[src/rtl/flop_stim_pkg.sv]
// Shared types, LFSR constants and arithmetic helpers for the negedge-flop stimulus launcher.
package flop_stim_pkg;

    typedef enum logic [1:0] {
        ALL0 = 2'd0,
        ALL1 = 2'd1,
        ALT  = 2'd2,
        LFSR = 2'd3
    } mode_e;

    typedef enum logic [1:0] {
        IDLE  = 2'd0,
        RUN   = 2'd1,
        DRAIN = 2'd2,
        DONE  = 2'd3
    } state_e;

    localparam int unsigned     LFSR_W    = 16;
    localparam logic [LFSR_W-1:0] LFSR_TAPS = 16'hB400;
    localparam int unsigned     SAT_W     = 32;
    localparam int unsigned     POP_W     = 5;

    // Galois right-shift step for x^16+x^14+x^13+x^11+1
    function automatic logic [LFSR_W-1:0] lfsr_step(input logic [LFSR_W-1:0] s);
        lfsr_step = (s >> 1) ^ (s[0] ? LFSR_TAPS : '0);
    endfunction

    function automatic logic [SAT_W-1:0] sat_add(input logic [SAT_W-1:0] a,
                                                  input logic [SAT_W-1:0] b,
                                                  input logic [SAT_W-1:0] max);
        logic [SAT_W:0] sum;
        sum     = {1'b0, a} + {1'b0, b};
        sat_add = (sum > {1'b0, max}) ? max : sum[SAT_W-1:0];
    endfunction

    function automatic logic [POP_W-1:0] popcount16(input logic [15:0] v);
        logic [POP_W-1:0] cnt;
        cnt = '0;
        for (int i = 0; i < 16; i++) begin
            cnt = cnt + POP_W'(v[i]);
        end
        popcount16 = cnt;
    endfunction

endpackage

[src/rtl/flop_stim_lfsr.sv]
// 16-bit Galois LFSR; load and adv together produce one step from the seed.
module flop_stim_lfsr
    import flop_stim_pkg::*;
(
    input  logic              CLK,
    input  logic              RST,
    input  logic              load,
    input  logic [LFSR_W-1:0] seed,
    input  logic              adv,
    output logic [LFSR_W-1:0] state
);

    always_ff @(posedge CLK) begin
        if (RST) begin
            state <= seed;
        end else if (load && adv) begin
            state <= lfsr_step(seed);
        end else if (load) begin
            state <= seed;
        end else if (adv) begin
            state <= lfsr_step(state);
        end
    end

endmodule

[src/rtl/flop_stim_launcher.sv]
// Launches D patterns on rising CLK into negedge-capture flops, checks Q/QN one cycle later
// and counts D toggles and mismatching cycles.
module flop_stim_launcher
    import flop_stim_pkg::*;
#(
    parameter int unsigned WIDTH = 4,
    parameter int unsigned CW    = 16,
    parameter logic [15:0] SEED  = 16'hACE1
) (
    input  logic             CLK,
    input  logic             RST,
    input  logic             START,
    input  logic [1:0]       MODE,
    input  logic [CW-1:0]    NUM_CYCLES,
    output logic [WIDTH-1:0] D_OUT,
    input  logic [WIDTH-1:0] Q_IN,
    input  logic [WIDTH-1:0] QN_IN,
    output logic             BUSY,
    output logic             DONE,
    output logic [CW-1:0]    TOGGLE_CNT,
    output logic [CW-1:0]    ERR_CNT,
    output logic             ERR_FLAG
);

    localparam logic [LFSR_W-1:0] SEED_EFF = (SEED == '0) ? 16'h0001 : SEED;
    localparam logic [SAT_W-1:0]  CNT_MAX  = SAT_W'((64'd1 << CW) - 64'd1);

    state_e            state_q, state_nxt;
    mode_e             mode_q, mode_nxt, launch_mode;
    logic [CW-1:0]     rem_q, rem_nxt;
    logic              chk_vld_q, chk_vld_nxt;
    logic [WIDTH-1:0]  d_nxt, pattern;
    logic [CW-1:0]     tog_nxt, err_nxt;
    logic              flag_nxt, busy_nxt, done_nxt;
    logic              launch, mismatch, lfsr_load, lfsr_adv;
    logic [POP_W-1:0]  pop;
    logic [LFSR_W-1:0] lfsr_q;

    flop_stim_lfsr u_lfsr (
        .CLK   (CLK),
        .RST   (RST),
        .load  (lfsr_load),
        .seed  (SEED_EFF),
        .adv   (lfsr_adv),
        .state (lfsr_q)
    );

    always_ff @(posedge CLK) begin
        if (RST) begin
            state_q <= IDLE;
        end else begin
            state_q <= state_nxt;
        end
    end

    always_comb begin
        state_nxt   = state_q;
        mode_nxt    = mode_q;
        rem_nxt     = rem_q;
        chk_vld_nxt = 1'b0;
        d_nxt       = D_OUT;
        tog_nxt     = TOGGLE_CNT;
        err_nxt     = ERR_CNT;
        flag_nxt    = ERR_FLAG;
        launch      = 1'b0;
        launch_mode = mode_q;
        lfsr_load   = 1'b0;
        lfsr_adv    = 1'b0;
        pattern     = '0;
        pop         = '0;

        // D_OUT still holds the previous launch, which is exactly what the flops captured
        mismatch = chk_vld_q && ((Q_IN !== D_OUT) || (QN_IN !== ~D_OUT));
        if (mismatch) begin
            err_nxt  = CW'(sat_add(SAT_W'(ERR_CNT), SAT_W'(1), CNT_MAX));
            flag_nxt = 1'b1;
        end

        case (state_q)
            IDLE, flop_stim_pkg::DONE: begin
                if (START) begin
                    tog_nxt  = '0;
                    err_nxt  = '0;
                    flag_nxt = 1'b0;
                    mode_nxt = mode_e'(MODE);
                    if (NUM_CYCLES == '0) begin
                        state_nxt = flop_stim_pkg::DONE;
                    end else begin
                        launch      = 1'b1;
                        launch_mode = mode_e'(MODE);
                        lfsr_load   = 1'b1;
                        lfsr_adv    = 1'b1;
                        rem_nxt     = NUM_CYCLES - CW'(1);
                        state_nxt   = (NUM_CYCLES == CW'(1)) ? DRAIN : RUN;
                    end
                end
            end
            RUN: begin
                launch   = 1'b1;
                lfsr_adv = 1'b1;
                rem_nxt  = rem_q - CW'(1);
                if (rem_q == CW'(1)) begin
                    state_nxt = DRAIN;
                end
            end
            DRAIN: begin
                d_nxt     = '0;
                state_nxt = flop_stim_pkg::DONE;
            end
            default: begin
                state_nxt = IDLE;
            end
        endcase

        if (launch) begin
            case (launch_mode)
                ALL0:    pattern = '0;
                ALL1:    pattern = '1;
                ALT:     pattern = ~D_OUT;
                LFSR:    pattern = WIDTH'(lfsr_step(lfsr_load ? SEED_EFF : lfsr_q));
                default: pattern = '0;
            endcase
            pop         = popcount16(16'(pattern ^ D_OUT));
            d_nxt       = pattern;
            chk_vld_nxt = 1'b1;
            tog_nxt     = CW'(sat_add(SAT_W'(tog_nxt), SAT_W'(pop), CNT_MAX));
        end

        busy_nxt = (state_nxt == RUN) || (state_nxt == DRAIN);
        done_nxt = (state_nxt == flop_stim_pkg::DONE);
    end

    always_ff @(posedge CLK) begin
        if (RST) begin
            mode_q     <= ALL0;
            rem_q      <= '0;
            chk_vld_q  <= 1'b0;
            D_OUT      <= '0;
            TOGGLE_CNT <= '0;
            ERR_CNT    <= '0;
            ERR_FLAG   <= 1'b0;
            BUSY       <= 1'b0;
            DONE       <= 1'b0;
        end else begin
            mode_q     <= mode_nxt;
            rem_q      <= rem_nxt;
            chk_vld_q  <= chk_vld_nxt;
            D_OUT      <= d_nxt;
            TOGGLE_CNT <= tog_nxt;
            ERR_CNT    <= err_nxt;
            ERR_FLAG   <= flag_nxt;
            BUSY       <= busy_nxt;
            DONE       <= done_nxt;
        end
    end

endmodule

[config.mk]
export PLATFORM = sky130hd
export DESIGN_NAME = flop_stim_launcher
export DESIGN_NICKNAME = d
export VERILOG_FILES = /design/src/rtl/flop_stim_pkg.sv /design/src/rtl/flop_stim_lfsr.sv /design/src/rtl/flop_stim_launcher.sv
export SDC_FILE = /design/constraint.sdc
export NUM_CORES = 1
export LEC_CHECK = 0
export BUFFER_PORTS_ARGS = -buffer_cell sky130_fd_sc_hd__buf_2
export CORE_UTILIZATION = 62
export CTS_BUF_LIST = sky130_fd_sc_hd__clkbuf_16
export DETAILED_ROUTE_END_ITERATION = 10
export GPL_TIMING_DRIVEN = 0
export PLACE_DENSITY_LB_ADDON = 0.12
export SLEW_MARGIN = 10
export SYNTH_ARGS = -nofsm -noshare
export SYNTH_HDL_FRONTEND = slang
export SYNTH_SLANG_ARGS = --single-unit
export TNS_END_PERCENT = 100
[constraint.sdc]
create_clock -name CLK -period 8.1 [get_ports CLK]
set_input_delay 1.62 -clock CLK [delete_from_list [all_inputs] [get_ports CLK]]
set_output_delay 1.62 -clock CLK [all_outputs]
set_load 0.05 [all_outputs]
==> metrics.yaml <==
timing:
  skew_ps: 9.88
  setup_violations: 0
  fin_tns_setup_ps: 0
  tightestPinTransition_ps: 765
  max_freq_mhz: 173
  slew_headroom_pct: 48.5
  hold_violations: 0
  drv_slew: 0
  rsz0062_at_grt: "false"
  finalCritPeriodShare_pct: 71.3
  finalCriticalPeriod_ps: 5780
job:
  max_cap_viol_count: 0
synthesis:
  netlist_area_mm2: 0.00472
  synth-seq-area-share_pct: 32.3
  synth_top_family_by_area: "simple AND/OR/NAND/NOR gates"
  synthSimpleGateAreaFrac_pct: 28.7
  synth-compound-area-share_pct: 24.4
  synth-seq-cells: 76
  synth.area.top_cells: "dfxtp_1 (32%), o21ai_0 (5.2%), nand2_1 (4.9%)"
  synth_top_area_share_pct: 32.3
  synthAdderAreaFrac_pct: 4.19
  async_reset_ff_share_pct: 0
  synth-xor-area-share_pct: 4.64
  syn_nets: 646
  ys.flop_type: "dfxtp_1"
  muxShareOfSynthArea_pct: 1.06
  synth_cells: 603
  syn_area_per_cell_um2: 7.82
  yosysTopAreaCell: "dfxtp_1"
  synth_cell_types: 71
  synth_edf_count: 0
  ys_warn_count: 0
setup_path:
  cp_common_cell: "fa_1"
  end_kind: "register"
  cpMaxStageDelayCell: "nor4_1"
  critPathKind: "primary input to register"
  critPathLaunchType: "primary input"
  crit_start: "NUM_CYCLES[6]"
  r2r_slack_ps: 3190
  path_max_fanout: 10
  rr_startpoint: "state_q[0]$_SDFF_PP0_"
  cp_slowest_stage_delay_ps: 630
  path_cells: "buf_2, nor4_4, nand2_2, o31ai_4, buf_6, mux2i_1, nor3_1, a21o_1, fa_1, inv_1, fa_1, fa_1, nand3_1, nor4_1, nand3_1, xor2_1, o21ai_0"
  cp.required_ps: 8360
  critPathArrivalTime_ps: 6040
run_status:
  status: "finished, final reports clean"
floorplan:
  io_pins: 68
  rows: 31
  initial_core_util_pct: 64.7
  die_area_mm2: 0.00796
  chipWidth_um: 89.2
  core_mm2: 0.00729
  die_y_um: 89.2
clock_tree:
  clkTransAtPathRegs_ps: 60
  cts_root_buf: "clkbuf_16"
  post_cts_resized: 0
  cts_setup_buffers: 0
  cts_sinks: 76
  cts_tree: "yes"
  postCtsHoldBufs: 0
  cts-htree-levels: 3
  numCtsBuffers: 9
  clock_latency_ps: 340
  clockBufferDepth: 2
place:
  place_area_mm2: 0.00517
  gp_congestion: 0.941
  portBuffers: 66
  place_hpwl_um: 9230
final_layout:
  layout_commonest_cell: "dfxtp_1"
  nets: 723
  layout-drive-gt1-share_pct: 16.8
  syn2layout_area_growth_pct: 16.5
  mostFrequentLayoutCells: "dfxtp_1 (76), buf_2 (72), nand2_1 (61), o21ai_0 (49), nor2_1 (46)"
  final_cell_area_mm2: 0.00549
  antennaDiodeCount: 0
grt:
  grt_max_degree: 15
  grt_pass1_vias: 4316
  antenna_found_initial: 0
  grt_pass1_wl_um: 20500
  grt_usage_pct: 33.3
  grt_overflow_total: 0
min_path:
  worstHoldStart: "u_lfsr.state[9]$_SDFFE_PP0P_"
  hold_class: "register to register"
routing:
  route.detailed.drc: 0
  final_antenna_net_count: 0
  drt_iter0_drc: 438
  wl_um: 12800
  routedWlPerCell_um: 16.4
  first_pass_iters: 6
  vias: 4936
  avgViaCountPerCell: 6.30
pwr:
  pwr_density_cell_mw_per_mm2: 360
  leakage_nw: 2.09
  ir_worst_vdd_uv: 296
[worst max-delay path: cells and delay by family]
| family | cells | cell delay (ps) |
|---|---|---|
| adder cells (fa/ha/maj) | 3 | 900 |
| AND/OR/NAND/NOR | 6 | 1750 |
| multiplexers | 1 | 460 |
| XOR/XNOR | 1 | 170 |
| AO/OA/AOI/OAI | 3 | 700 |
| buffers and inverters | 3 | 420 |
[kinds of logic after synthesis]
group	count (synthesis)
xor+xnor	25
buf+inv	51
fa+ha+maj	14
compound gates	177
mux	5
flops	76
simple gates	255
[routing by layer]
| metal | share of wire (%) | vias to the layer above | global-route usage [%] | wire (µm) |
|---|---|---|---|---|
| met5 | 0 | - | 0 | 0 |
| met4 | 2.2 | 0 | 10.4 | 288 |
| met3 | 8.1 | 42 | 7.94 | 1040 |
| met2 | 48 | 229 | 54.6 | 6160 |
| met1 | 42 | 2309 | 43.5 | 5360 |
| li1 | - | 2356 | - | - |
[per-stage QoR]
stage | total power (W) | worst slack [ps] | std cells | util, % | hold slack, ps
floorplan | 0.00128 | 2760 | 603 | - | 432
global placement | 0.00149 | 2260 | 768 | 70.9 | 438
detailed placement | 0.00152 | 2110 | 768 | 70.9 | 451
CTS | 0.00196 | 2410 | 784 | 75.3 | 460
global route | 0.00210 | 2110 | 784 | 75.3 | 489
finish | 0.00198 | 2320 | 784 | 75.3 | 456
[final cells by class]
type | count | area [µm²]
Multi-Input combinational cell | 476 | 2970
Fill cell | 624 | 1800
Sequential cell | 76 | 1520
Timing Repair Buffer | 66 | 330
Clock buffer | 9 | 225
Buffer | 32 | 156
Tap cell | 99 | 124
Clock inverter | 7 | 97.6
Inverter | 19 | 71.3
[cells in the mapped netlist (4+ instances only)]
library cell / n
a211oi_1: 7
a211oi_2: 5
a21o_1: 4
a21oi_1: 43
a22oi_1: 4
a31oi_1: 9
and2_1: 8
and3_1: 9
buf_1: 5
buf_2: 6
clkbuf_1: 15
dfxtp_1: 76
ha_1: 11
inv_1: 18
mux2i_1: 5
nand2_1: 61
nand2b_1: 17
nand3_1: 27
nand4_1: 15
nor2_1: 46
nor2b_1: 7
nor3_1: 27
nor3b_1: 4
nor4_1: 7
o211ai_1: 5
o21a_1: 7
o21ai_0: 49
o21ai_1: 8
o22ai_1: 13
or3_1: 5
xnor2_1: 15
xor2_1: 10
[registers in the layout, summed over array words and instances (netlist names)]
register      cells
mode_q            2
ERR_CNT          16
u_lfsr.state     16
rem_q            16
BUSY              1
chk_vld_q         1
state_q           2
ERR_FLAG          1
D_OUT             4
DONE              1
TOGGLE_CNT       16
[final timing paths]
check / end / depth (start not counted)
setup / recovery: TOGGLE_CNT[8]$_SDFF_PP0_ / 17
hold / removal: u_lfsr.state[8]$_SDFFE_PP0P_ / 2
setup reg to reg: TOGGLE_CNT[8]$_SDFF_PP0_ / 19
hold reg to reg: u_lfsr.state[8]$_SDFFE_PP0P_ / 2
[report_power, final]
part,leakage (nW),internal (W),total [W],switching [W]
Clock,0.154,0.000271,0.000436,0.000164
Sequential,0.621,0.000471,0.000558,0.0000865
Combinational,1.31,0.000346,0.000982,0.000637
Note: power is estimated with default switching activity, not from simulation.
